==> config.mk <==
export PLATFORM = sky130hd
export DESIGN_NAME = seg_req_arbiter
export DESIGN_NICKNAME = d
export VERILOG_FILES = /design/src/rtl/seg_pkg.sv /design/src/rtl/hex7seg.sv /design/src/rtl/seg_req_arbiter.sv
export SDC_FILE = /design/constraint.sdc
export NUM_CORES = 1
export LEC_CHECK = 0
export BUFFER_PORTS_ARGS = -buffer_cell sky130_fd_sc_hd__buf_2
export CORE_MARGIN = 4
export CORE_UTILIZATION = 48
export DETAILED_ROUTE_END_ITERATION = 6
export PLACE_DENSITY = 0.7
export SYNTH_ARGS = -nofsm -noshare
export SYNTH_HDL_FRONTEND = slang
export SYNTH_SLANG_ARGS = --single-unit
export TNS_END_PERCENT = 1
==> constraint.sdc <==
create_clock -name clk -period 6.8 [get_ports clk]
set_input_delay 0.68 -clock clk [delete_from_list [all_inputs] [get_ports clk]]
set_output_delay 0.68 -clock clk [all_outputs]
set_load 0.02 [all_outputs]
==> src/rtl/seg_pkg.sv <==
// Shared definitions for segment-display blocks: hex glyphs {g,f,e,d,c,b,a}
// (active-high) and the arbiter state encoding.
package seg_pkg;

   localparam logic [6:0] SEG_BLANK = 7'b0000000;

   localparam logic [6:0] SEG_0 = 7'b0111111;
   localparam logic [6:0] SEG_1 = 7'b0000110;
   localparam logic [6:0] SEG_2 = 7'b1011011;
   localparam logic [6:0] SEG_3 = 7'b1001111;
   localparam logic [6:0] SEG_4 = 7'b1100110;
   localparam logic [6:0] SEG_5 = 7'b1101101;
   localparam logic [6:0] SEG_6 = 7'b1111101;
   localparam logic [6:0] SEG_7 = 7'b0000111;
   localparam logic [6:0] SEG_8 = 7'b1111111;
   localparam logic [6:0] SEG_9 = 7'b1101111;
   localparam logic [6:0] SEG_A = 7'b1110111;
   localparam logic [6:0] SEG_B = 7'b1111100;
   localparam logic [6:0] SEG_C = 7'b0111001;
   localparam logic [6:0] SEG_D = 7'b1011110;
   localparam logic [6:0] SEG_E = 7'b1111001;
   localparam logic [6:0] SEG_F = 7'b1110001;

   typedef enum logic {
      ST_IDLE  = 1'b0,
      ST_GRANT = 1'b1
   } arb_state_e;

endpackage

==> src/rtl/hex7seg.sv <==
// Pure combinational hex digit to 7-segment decoder, output {g,f,e,d,c,b,a}.
module hex7seg
   import seg_pkg::*;
(
   input  logic [3:0] hex,
   output logic [6:0] seg
);

   always_comb begin
      seg = SEG_BLANK;
      case (hex)
         4'h0: seg = SEG_0;
         4'h1: seg = SEG_1;
         4'h2: seg = SEG_2;
         4'h3: seg = SEG_3;
         4'h4: seg = SEG_4;
         4'h5: seg = SEG_5;
         4'h6: seg = SEG_6;
         4'h7: seg = SEG_7;
         4'h8: seg = SEG_8;
         4'h9: seg = SEG_9;
         4'hA: seg = SEG_A;
         4'hB: seg = SEG_B;
         4'hC: seg = SEG_C;
         4'hD: seg = SEG_D;
         4'hE: seg = SEG_E;
         default: seg = SEG_F;
      endcase
   end

endmodule

==> src/rtl/seg_req_arbiter.sv <==
// Round-robin arbiter sharing one 7-segment indicator among 8 requesters,
// with bounded grant tenure and a timeout pulse on forced release.
module seg_req_arbiter
   import seg_pkg::*;
#(
   parameter int MAX_HOLD = 16
) (
   input  logic       clk,
   input  logic       rst,
   input  logic       en,
   input  logic [7:0] req,
   output logic [7:0] gnt,
   output logic [2:0] gnt_idx,
   output logic       gnt_valid,
   output logic       timeout,
   output logic [6:0] seg
);

   localparam int CNT_W = $clog2(MAX_HOLD);
   localparam logic [CNT_W-1:0] HOLD_LAST = CNT_W'(MAX_HOLD - 1);

   arb_state_e       state_q, state_d;
   logic [2:0]       ptr_q, ptr_d;
   logic [CNT_W-1:0] hold_q, hold_d;
   logic [7:0]       gnt_q, gnt_d;
   logic [2:0]       idx_q, idx_d;
   logic             timeout_q, timeout_d;
   logic [6:0]       seg_raw;

   // Rotate so bit ptr lands at bit 0, take lowest set bit, rotate back.
   function automatic logic [2:0] rr_pick(input logic [7:0] r, input logic [2:0] p);
      logic [15:0] dbl;
      logic [7:0]  rot;
      logic [2:0]  k;
      dbl = {r, r} >> p;
      rot = dbl[7:0];
      k   = 3'd0;
      for (int i = 7; i >= 0; i--) begin
         if (rot[i]) k = 3'(i);
      end
      return k + p;
   endfunction

   always_comb begin
      state_d   = state_q;
      ptr_d     = ptr_q;
      hold_d    = hold_q;
      gnt_d     = gnt_q;
      idx_d     = idx_q;
      timeout_d = 1'b0;
      case (state_q)
         ST_IDLE: begin
            gnt_d = 8'h00;
            idx_d = 3'd0;
            if (en && (req != 8'h00)) begin
               idx_d   = rr_pick(req, ptr_q);
               gnt_d   = 8'h01 << rr_pick(req, ptr_q);
               hold_d  = '0;
               state_d = ST_GRANT;
            end
         end
         default: begin
            if (!en || !req[idx_q] || (hold_q == HOLD_LAST)) begin
               // en and a dropped request outrank the timeout report
               timeout_d = en && req[idx_q];
               gnt_d     = 8'h00;
               idx_d     = 3'd0;
               hold_d    = '0;
               ptr_d     = idx_q + 3'd1;
               state_d   = ST_IDLE;
            end else begin
               hold_d = hold_q + 1'b1;
            end
         end
      endcase
   end

   always_ff @(posedge clk or posedge rst) begin
      if (rst) begin
         state_q   <= ST_IDLE;
         ptr_q     <= 3'd0;
         hold_q    <= '0;
         gnt_q     <= 8'h00;
         idx_q     <= 3'd0;
         timeout_q <= 1'b0;
      end else begin
         state_q   <= state_d;
         ptr_q     <= ptr_d;
         hold_q    <= hold_d;
         gnt_q     <= gnt_d;
         idx_q     <= idx_d;
         timeout_q <= timeout_d;
      end
   end

   hex7seg u_hex7seg (
      .hex ({1'b0, idx_q}),
      .seg (seg_raw)
   );

   assign gnt       = gnt_q;
   assign gnt_idx   = idx_q;
   assign gnt_valid = |gnt_q;
   assign timeout   = timeout_q;
   assign seg       = gnt_valid ? seg_raw : SEG_BLANK;

endmodule

==> flow_summary.rst, run 1 <==
.. list-table::
   :header-rows: 1

   * - Metric
     - Value
   * - Required time of the worst setup path
     - 6.99 ns
   * - Quantity of I/O buffers inserted on ports
     - 30
   * - Number of pins with negative max-slew slack in the final report
     - 0
   * - Dominant register cell in the synthesized netlist
     - sky130_fd_sc_hd__dfrtp_1
   * - Clock tree buffer depth
     - 2
   * - Boundary pin count
     - 31
   * - Core area
     - 3100 µm²
   * - Met2 WL
     - 1720 µm
   * - Area growth from synthesis to layout
     - 12.4%
   * - Share of Yosys cell area claimed by the top area cell type
     - 0.316
   * - Most common library cell in the layout ignoring fill and taps
     - sky130_fd_sc_hd__buf_2
   * - GP Congestion
     - 0.863
   * - Sequential standard cell area
     - 500 µm²
   * - Worst Setup SP
     - ptr_q[1]$_DFFE_PP0P_
   * - Number of warnings reported in the yosys synthesis log
     - 0
   * - Synth cell types
     - 49
   * - H-Tree Level Count
     - 1
   * - Minimum setup slack among reg-to-reg paths
     - 3.37 ns
   * - Via count of the first global-routing pass
     - ~1300
   * - Post-CTS setup repair buffer count
     - 0
   * - Total die area
     - 4280 µm²
   * - Starting Density
     - 0.510
   * - Fin Setup TNS
     - 0 ns
   * - Clock tree root buffer cell
     - sky130_fd_sc_hd__clkbuf_4
   * - Top library cells by usage in the layout, fill and taps aside
     - sky130_fd_sc_hd__buf_2, sky130_fd_sc_hd__dfrtp_1, sky130_fd_sc_hd__nor2_1, sky130_fd_sc_hd__nand2_1
   * - Number of enable flip-flop cells after synthesis
     - 0
   * - Number of flip-flops and latches in the synthesized netlist
     - 20
   * - Dominant cells by area after synthesis
     - sky130_fd_sc_hd__dfrtp_1, sky130_fd_sc_hd__ha_1, sky130_fd_sc_hd__mux2i_1
   * - Synth Net Count
     - 189
   * - Routed length on met3
     - 186 µm
   * - Worst hold-check path type
     - flop to flop
   * - Total of fill cells in the finished design
     - around 300
   * - Largest net degree at the start of global routing
     - 21
   * - Setup repair after global routing missed its margin
     - false
   * - Cell row count
     - 20
   * - Library cell occupying the most area in the post-synthesis netlist
     - sky130_fd_sc_hd__dfrtp_1
   * - Clock slew at reported path FFs
     - 0.10 ns
   * - Final worst path period share
     - 0.504
   * - Wire length after detailed routing
     - roughly 3500 µm
   * - Clk_lat worst skew
     - 0.29 ns
   * - Global router's overall resource usage
     - 0.174
   * - Max-capacitance violation count
     - 0
   * - Endpoint of the worst setup timing path
     - gnt[7]$_DFFE_PP0P_
   * - Endpoint kind of the worst setup timing path
     - flop
   * - Residual DRC
     - 0
   * - Die boundary height
     - 65.4 µm
   * - Detailed-routing iteration count for the pre-antenna-repair pass
     - 4
   * - Clock sinks
     - 20
   * - Count of antenna diodes in the layout
     - 0
   * - Ratio of routed vias to standard cells
     - 5.73
   * - First-pass GRT wire length
     - 5950 µm
   * - Critical Path Source Type
     - flop
   * - CTS tree
     - done
   * - Iteration-0 DRC count of the detailed router
     - between 40 and 50
   * - WL per Instance
     - 14.6 µm
   * - Post-synthesis instance area
     - ~1600 µm²
   * - Total gr overflow
     - 0
   * - Logic depth of the worst register-to-register path
     - 11
   * - Ratio of cells with drive above 1 in the final layout
     - 0.254
   * - Residual antenna-violating net count after detailed routing
     - 0
   * - Total of endpoints with negative setup slack in the final report
     - 0
   * - Result of the run
     - finished clean
   * - Layout Nets
     - roughly 220
   * - Reg2reg end
     - gnt[7]$_DFFE_PP0P_
   * - Final hold vios
     - 0
   * - Headroom to the max-slew limit
     - 0.405
   * - Shortest clock period the worst path allows after layout
     - 3.43 ns
   * - Worst reg2reg path startpoint
     - ptr_q[1]$_DFFE_PP0P_
   * - TritonCTS buffer count
     - 3
   * - Worst Skew
     - 0.00192 ns
   * - Highest layer used for signal routing
     - met4
   * - Setup Crit Path Kind
     - flop to flop
   * - FMAX
     - 0.292 GHz
   * - Crit Path Max Fanout
     - 19
   * - Vias
     - 1382
   * - Dpl hpwl
     - roughly 2800 µm
   * - Horiz. Die Dim
     - 65.4 µm
   * - Total of cells resized after clock tree synthesis
     - 0
   * - Critical Path AT
     - 3.61 ns
   * - Transition time at the pin with the least slew margin
     - just under 0.9 ns
   * - Area of combinational cells with multiple inputs
     - between 1000 and 1500 µm²
   * - Number of buffers added to fix hold violations after cts
     - 0
   * - Proportion of register bits with asynchronous set or reset after synthesis
     - 1.00
   * - Post-synthesis average cell area
     - 9.37 µm²
   * - Post-synthesis cell count
     - between 150 and 200
   * - Number of antenna violations at the first check in global routing
     - 0
   * - Part of the Yosys area used for sequential elements
     - 0.316
   * - Met1 Wirelength
     - 1570 µm
[worst min-delay path by stage]
stage	from	to	slack, ns	cells after the start
floorplan	hold_q[3]$_DFFE_PP0P_	hold_q[3]$_DFFE_PP0P_	0.45	1
detailed placement	hold_q[3]$_DFFE_PP0P_	hold_q[3]$_DFFE_PP0P_	0.48	1
global placement	hold_q[3]$_DFFE_PP0P_	hold_q[3]$_DFFE_PP0P_	0.47	1
global route	hold_q[3]$_DFFE_PP0P_	hold_q[3]$_DFFE_PP0P_	0.52	1
finish	hold_q[3]$_DFFE_PP0P_	hold_q[3]$_DFFE_PP0P_	0.49	1
CTS	hold_q[3]$_DFFE_PP0P_	hold_q[3]$_DFFE_PP0P_	0.49	1
[synth_stat cells, types with 2 or more instances]
master / n
sky130_fd_sc_hd__a21oi_1: 10
sky130_fd_sc_hd__or4_1: 2
sky130_fd_sc_hd__mux2i_1: 10
sky130_fd_sc_hd__a21o_1: 2
sky130_fd_sc_hd__nand2_1: 15
sky130_fd_sc_hd__buf_4: 2
sky130_fd_sc_hd__nor4b_1: 2
sky130_fd_sc_hd__a22o_1: 4
sky130_fd_sc_hd__mux2_2: 6
sky130_fd_sc_hd__o21ai_0: 6
sky130_fd_sc_hd__a32o_1: 3
sky130_fd_sc_hd__mux2_1: 2
sky130_fd_sc_hd__dfrtp_1: 20
sky130_fd_sc_hd__o31ai_1: 2
sky130_fd_sc_hd__mux4_2: 2
sky130_fd_sc_hd__o21ai_1: 4
sky130_fd_sc_hd__nand3_1: 4
sky130_fd_sc_hd__nor3_1: 3
sky130_fd_sc_hd__nor2_1: 17
sky130_fd_sc_hd__nor2b_1: 7
sky130_fd_sc_hd__inv_1: 9
sky130_fd_sc_hd__ha_1: 8
sky130_fd_sc_hd__and2_1: 2
sky130_fd_sc_hd__nor4_1: 2
[flip-flops by register name (all words and copies together), names as in the netlist]
| signal | count |
|---|---|
| ptr_q | 3 |
| state_q | 1 |
| gnt | 8 |
| hold_q | 4 |
| gnt_idx | 3 |
| timeout | 1 |
[final cells by class]
cell class	count	share of cell area
inverters	10	0.0211
clock buffers	3	0.0127
well taps	44	0.0309
multi-input cells	134	0.570
repair buffers	30	0.0844
flip-flops and latches	20	0.281
[cell families (layout without fill, tap and decap cells)]
kind of cell / after synthesis / count (layout) / synth area share
XOR/XNOR: 2 / 2 / 0.0229
flip-flops: 20 / 20 / 0.316
AO/OA/AOI/OAI: 45 / 45 / 0.207
adder cells (fa/ha/maj): 10 / 10 / 0.0846
multiplexers: 20 / 20 / 0.149
buffers and inverters: 15 / 43 / 0.0435
AND/OR/NAND/NOR: 57 / 57 / 0.177
[routing by layer]
layer  vias up  GRT usage
met5         -          0
met4         0     0.0259
met3         4     0.0444
met2        34      0.302
met1       667      0.221
li1        677          -
[per-stage QoR]
step           std cells  instance area, µm²  hold slack (ns)  utilization  setup WS (ns)
2_1_floorplan        169                1580            0.453            -           3.82
3_3_place_gp         238                1760            0.467        0.566           3.51
3_5_place_dp         238                1760            0.478        0.566           3.42
4_1_cts              241                1780            0.493        0.573           3.38
5_1_grt              241                1780            0.520        0.573           3.09
6_report             241                1780            0.489        0.573           3.37
[worst max-delay path: stages, from the launching register on]
cell                        delay [ns]
sky130_fd_sc_hd__dfrtp_1          0.78
sky130_fd_sc_hd__mux2i_1          0.32
sky130_fd_sc_hd__mux2i_1          0.12
sky130_fd_sc_hd__and2_1           0.16
sky130_fd_sc_hd__a2111oi_0        0.39
sky130_fd_sc_hd__o32ai_1          0.16
sky130_fd_sc_hd__a21oi_1          0.19
sky130_fd_sc_hd__ha_1             0.17
sky130_fd_sc_hd__inv_1            0.05
sky130_fd_sc_hd__fa_1             0.45
sky130_fd_sc_hd__xnor2_4          0.22
sky130_fd_sc_hd__a32o_1           0.27
Power of run 1 is left out: the tool's default activity adds up to more than one toggle a clock period on the data nets, which glitch-free logic cannot reach.
==> run 2: changes to the inputs <==
==> constraint.sdc (replaced) <==
create_clock -name clk -period 3.31 [get_ports clk]
set_input_delay 0.331 -clock clk [delete_from_list [all_inputs] [get_ports clk]]
set_output_delay 0.331 -clock clk [all_outputs]
set_load 0.02 [all_outputs]
==> flow_summary.rst, run 2 (synthesized netlist as in run 1, its figures left out) <==
.. list-table::
   :header-rows: 1

   * - Metric
     - Value
   * - Number of pins with negative max-slew slack in the final report
     - 0 (unchanged)
   * - Total of fill cells in the finished design
     - 289 (-2.7%)
   * - Largest net degree at the start of global routing
     - 21 (unchanged)
   * - Top library cells by usage in the layout, fill and taps aside
     - sky130_fd_sc_hd__buf_2, sky130_fd_sc_hd__dfrtp_1, sky130_fd_sc_hd__nor2_1, sky130_fd_sc_hd__nand2_1
   * - Layout Nets
     - 221 (+0.91%)
   * - Count of antenna diodes in the layout
     - 0 (unchanged)
   * - Endpoint kind of the worst setup timing path
     - flop
   * - WL per Instance
     - 15.6 µm (+6.7%)
   * - Ratio of routed vias to standard cells
     - 5.73 (about the same)
   * - Critical Path Source Type
     - flop
   * - TritonCTS buffer count
     - 3 (unchanged)
   * - Max-capacitance violation count
     - 0 (unchanged)
   * - Fin Setup TNS
     - 0 ns (unchanged)
   * - Most common library cell in the layout ignoring fill and taps
     - sky130_fd_sc_hd__buf_2
   * - Final worst path period share
     - 0.928 (+0.424)
   * - Wire length after detailed routing
     - 3800 µm (+8.0%)
   * - Switching power summed over all nets
     - 1.16 mW
   * - Clk_lat worst skew
     - 0.30 ns (about the same)
   * - Starting Density
     - 0.510 (unchanged)
   * - Residual DRC
     - 0 (unchanged)
   * - H-Tree Level Count
     - 1 (unchanged)
   * - CTS tree
     - done
   * - Residual antenna-violating net count after detailed routing
     - 0 (unchanged)
   * - Dpl hpwl
     - 2910 µm (+5.1%)
   * - Sequential cell fraction of total power
     - 0.200
   * - Via count of the first global-routing pass
     - 1311 (-1.3%)
   * - Iteration-0 DRC count of the detailed router
     - 41 (unchanged)
   * - Number of buffers added to fix hold violations after cts
     - 0 (unchanged)
   * - Shortest clock period the worst path allows after layout
     - 3.07 ns (-0.355 ns)
   * - Number of antenna violations at the first check in global routing
     - 0 (unchanged)
   * - Combinational power share
     - 0.709
   * - FMAX
     - 0.326 GHz (+12%)
   * - Core area
     - 3100 µm² (unchanged)
   * - GP Congestion
     - 0.894 (+3.6%)
   * - Die boundary height
     - 65.4 µm (unchanged)
   * - Crit Path Max Fanout
     - 9 (-10)
   * - Detailed-routing iteration count for the pre-antenna-repair pass
     - 4 (unchanged)
   * - Clock tree root buffer cell
     - sky130_fd_sc_hd__clkbuf_4
   * - Relative contribution of the clock network to total power
     - 0.092
   * - Cell row count
     - 20 (unchanged)
   * - Total power density per cell area
     - 1200 nW/µm²
   * - Net switching fraction of the power
     - 0.526
   * - Transition time at the pin with the least slew margin
     - 0.940 ns (+0.0491 ns)
   * - Max FFs per register
     - 8 (unchanged)
   * - Quantity of I/O buffers inserted on ports
     - 30 (unchanged)
   * - Largest vdd supply drop
     - 0.433 mV
   * - Total of endpoints with negative setup slack in the final report
     - 0 (unchanged)
   * - Horiz. Die Dim
     - 65.4 µm (unchanged)
   * - Clock sinks
     - 20 (unchanged)
   * - Worst hold-check path type
     - input port to async pin
   * - Headroom to the max-slew limit
     - 0.372 (-0.0328)
   * - First-pass GRT wire length
     - 6000 µm (+0.94%)
   * - Total gr overflow
     - 0 (unchanged)
   * - Leak
     - 0.874 nW
   * - Vias
     - 1399 (+1.2%)
   * - Global router's overall resource usage
     - 0.177 (+0.00356)
   * - Critical Path AT
     - 3.31 ns (-0.30 ns)
   * - Setup repair after global routing missed its margin
     - false
   * - Boundary pin count
     - 31 (unchanged)
   * - Result of the run
     - finished clean
   * - Required time of the worst setup path
     - 3.55 ns (-3.44 ns)
   * - Worst Skew
     - 0.00443 ns (+0.00251 ns)
   * - Area growth from synthesis to layout
     - 15.3%
   * - Clock slew at reported path FFs
     - 0.12 ns (+0.02 ns)
   * - Setup Crit Path Kind
     - flop to flop
   * - Clock tree buffer depth
     - 2 (unchanged)
   * - Final hold vios
     - 0 (unchanged)
   * - Hold WS
     - 0.146 ns (-0.343 ns)
   * - Ratio of cells with drive above 1 in the final layout
     - 0.270 (+0.0162)
   * - Cell-internal power
     - between 1 and 1.5 mW
   * - Total die area
     - 4280 µm² (unchanged)
## run 2: cell count changes in the layout (fill, tap and decap cells not counted)
cell,change
sky130_fd_sc_hd__dfrtp_2,+1
sky130_fd_sc_hd__dfrtp_1,-1
sky130_fd_sc_hd__bufinv_16,+1
sky130_fd_sc_hd__buf_4,+2
## run 2: power groups by stage
stage / sequential [mW] / clock (mW) / combinational, mW
floorplan: 0.457 / 0 / 1.12
global placement: 0.433 / 0 / 1.52
detailed placement: 0.442 / 0 / 1.55
CTS: 0.436 / 0.202 / 1.56
global route: 0.451 / 0.208 / 1.70
finish: 0.438 / 0.201 / 1.55
## run 2: worst max-delay path, stage by stage (launching register included)
cell                        delay, ns
sky130_fd_sc_hd__dfrtp_2         0.50
sky130_fd_sc_hd__mux2_2          0.38
sky130_fd_sc_hd__nor2_1          0.14
sky130_fd_sc_hd__nor2_1          0.08
sky130_fd_sc_hd__a2111oi_0       0.40
sky130_fd_sc_hd__o32ai_1         0.15
sky130_fd_sc_hd__a21oi_1         0.16
sky130_fd_sc_hd__ha_1            0.16
sky130_fd_sc_hd__inv_1           0.05
sky130_fd_sc_hd__fa_1            0.45
sky130_fd_sc_hd__xnor2_4         0.32
sky130_fd_sc_hd__a32o_1          0.22
## run 2: final cells by class
class                      instances  area, µm²  share of cell area
timing repair buffer              32        165              0.0905
clock inverter                     1       30.0              0.0164
inverter                          10       37.5              0.0206
clock buffer                       3       22.5              0.0123
tap                               44       55.1              0.0302
multi-input combinational        134       1010               0.555
sequential                        20        502               0.275
## run 2: repair_timing
action | in CTS | in global routing
setup endpoints to repair | 0 | 9
gates resized for setup | 0 | 1
buffers inserted | 0 | 0
hold endpoints to repair | 0 | 0
## run 2: per-stage QoR
stage	setup WS [ns]	area, µm²	total power [mW]	cells	utilization
2_1_floorplan	0.330	1580	1.57	169	-
3_3_place_gp	0.317	1770	1.95	240	0.571
3_5_place_dp	0.205	1770	1.99	240	0.571
4_1_cts	0.134	1820	2.20	244	0.588
5_1_grt	0.0222	1830	2.36	244	0.588
6_report	0.239	1830	2.19	244	0.588
## run 2: final timing paths
path                       cells after the start  slack (ns)             startpoint                     to
max in group asynchronous                      2        2.64                    rst   ptr_q[1]$_DFFE_PP0P_
setup / recovery                              11        0.24   ptr_q[1]$_DFFE_PP0P_     gnt[6]$_DFFE_PP0P_
min in group clk                               3        0.36                     en      timeout$_DFF_PP0_
hold / removal                                 2        0.15                    rst     gnt[4]$_DFFE_PP0P_
hold reg to reg                                1        0.50  hold_q[3]$_DFFE_PP0P_  hold_q[3]$_DFFE_PP0P_
setup reg to reg                              11        0.24   ptr_q[1]$_DFFE_PP0P_     gnt[6]$_DFFE_PP0P_
## run 2: layer usage
metal  track usage  wire (µm)  up-vias
met4        0.0311         29        0
li1              -          -      683
met2         0.329       1890       31
met5             0          0        -
met3        0.0256        154        4
met1         0.218       1720      681
Power figures use the tool's default switching activity.
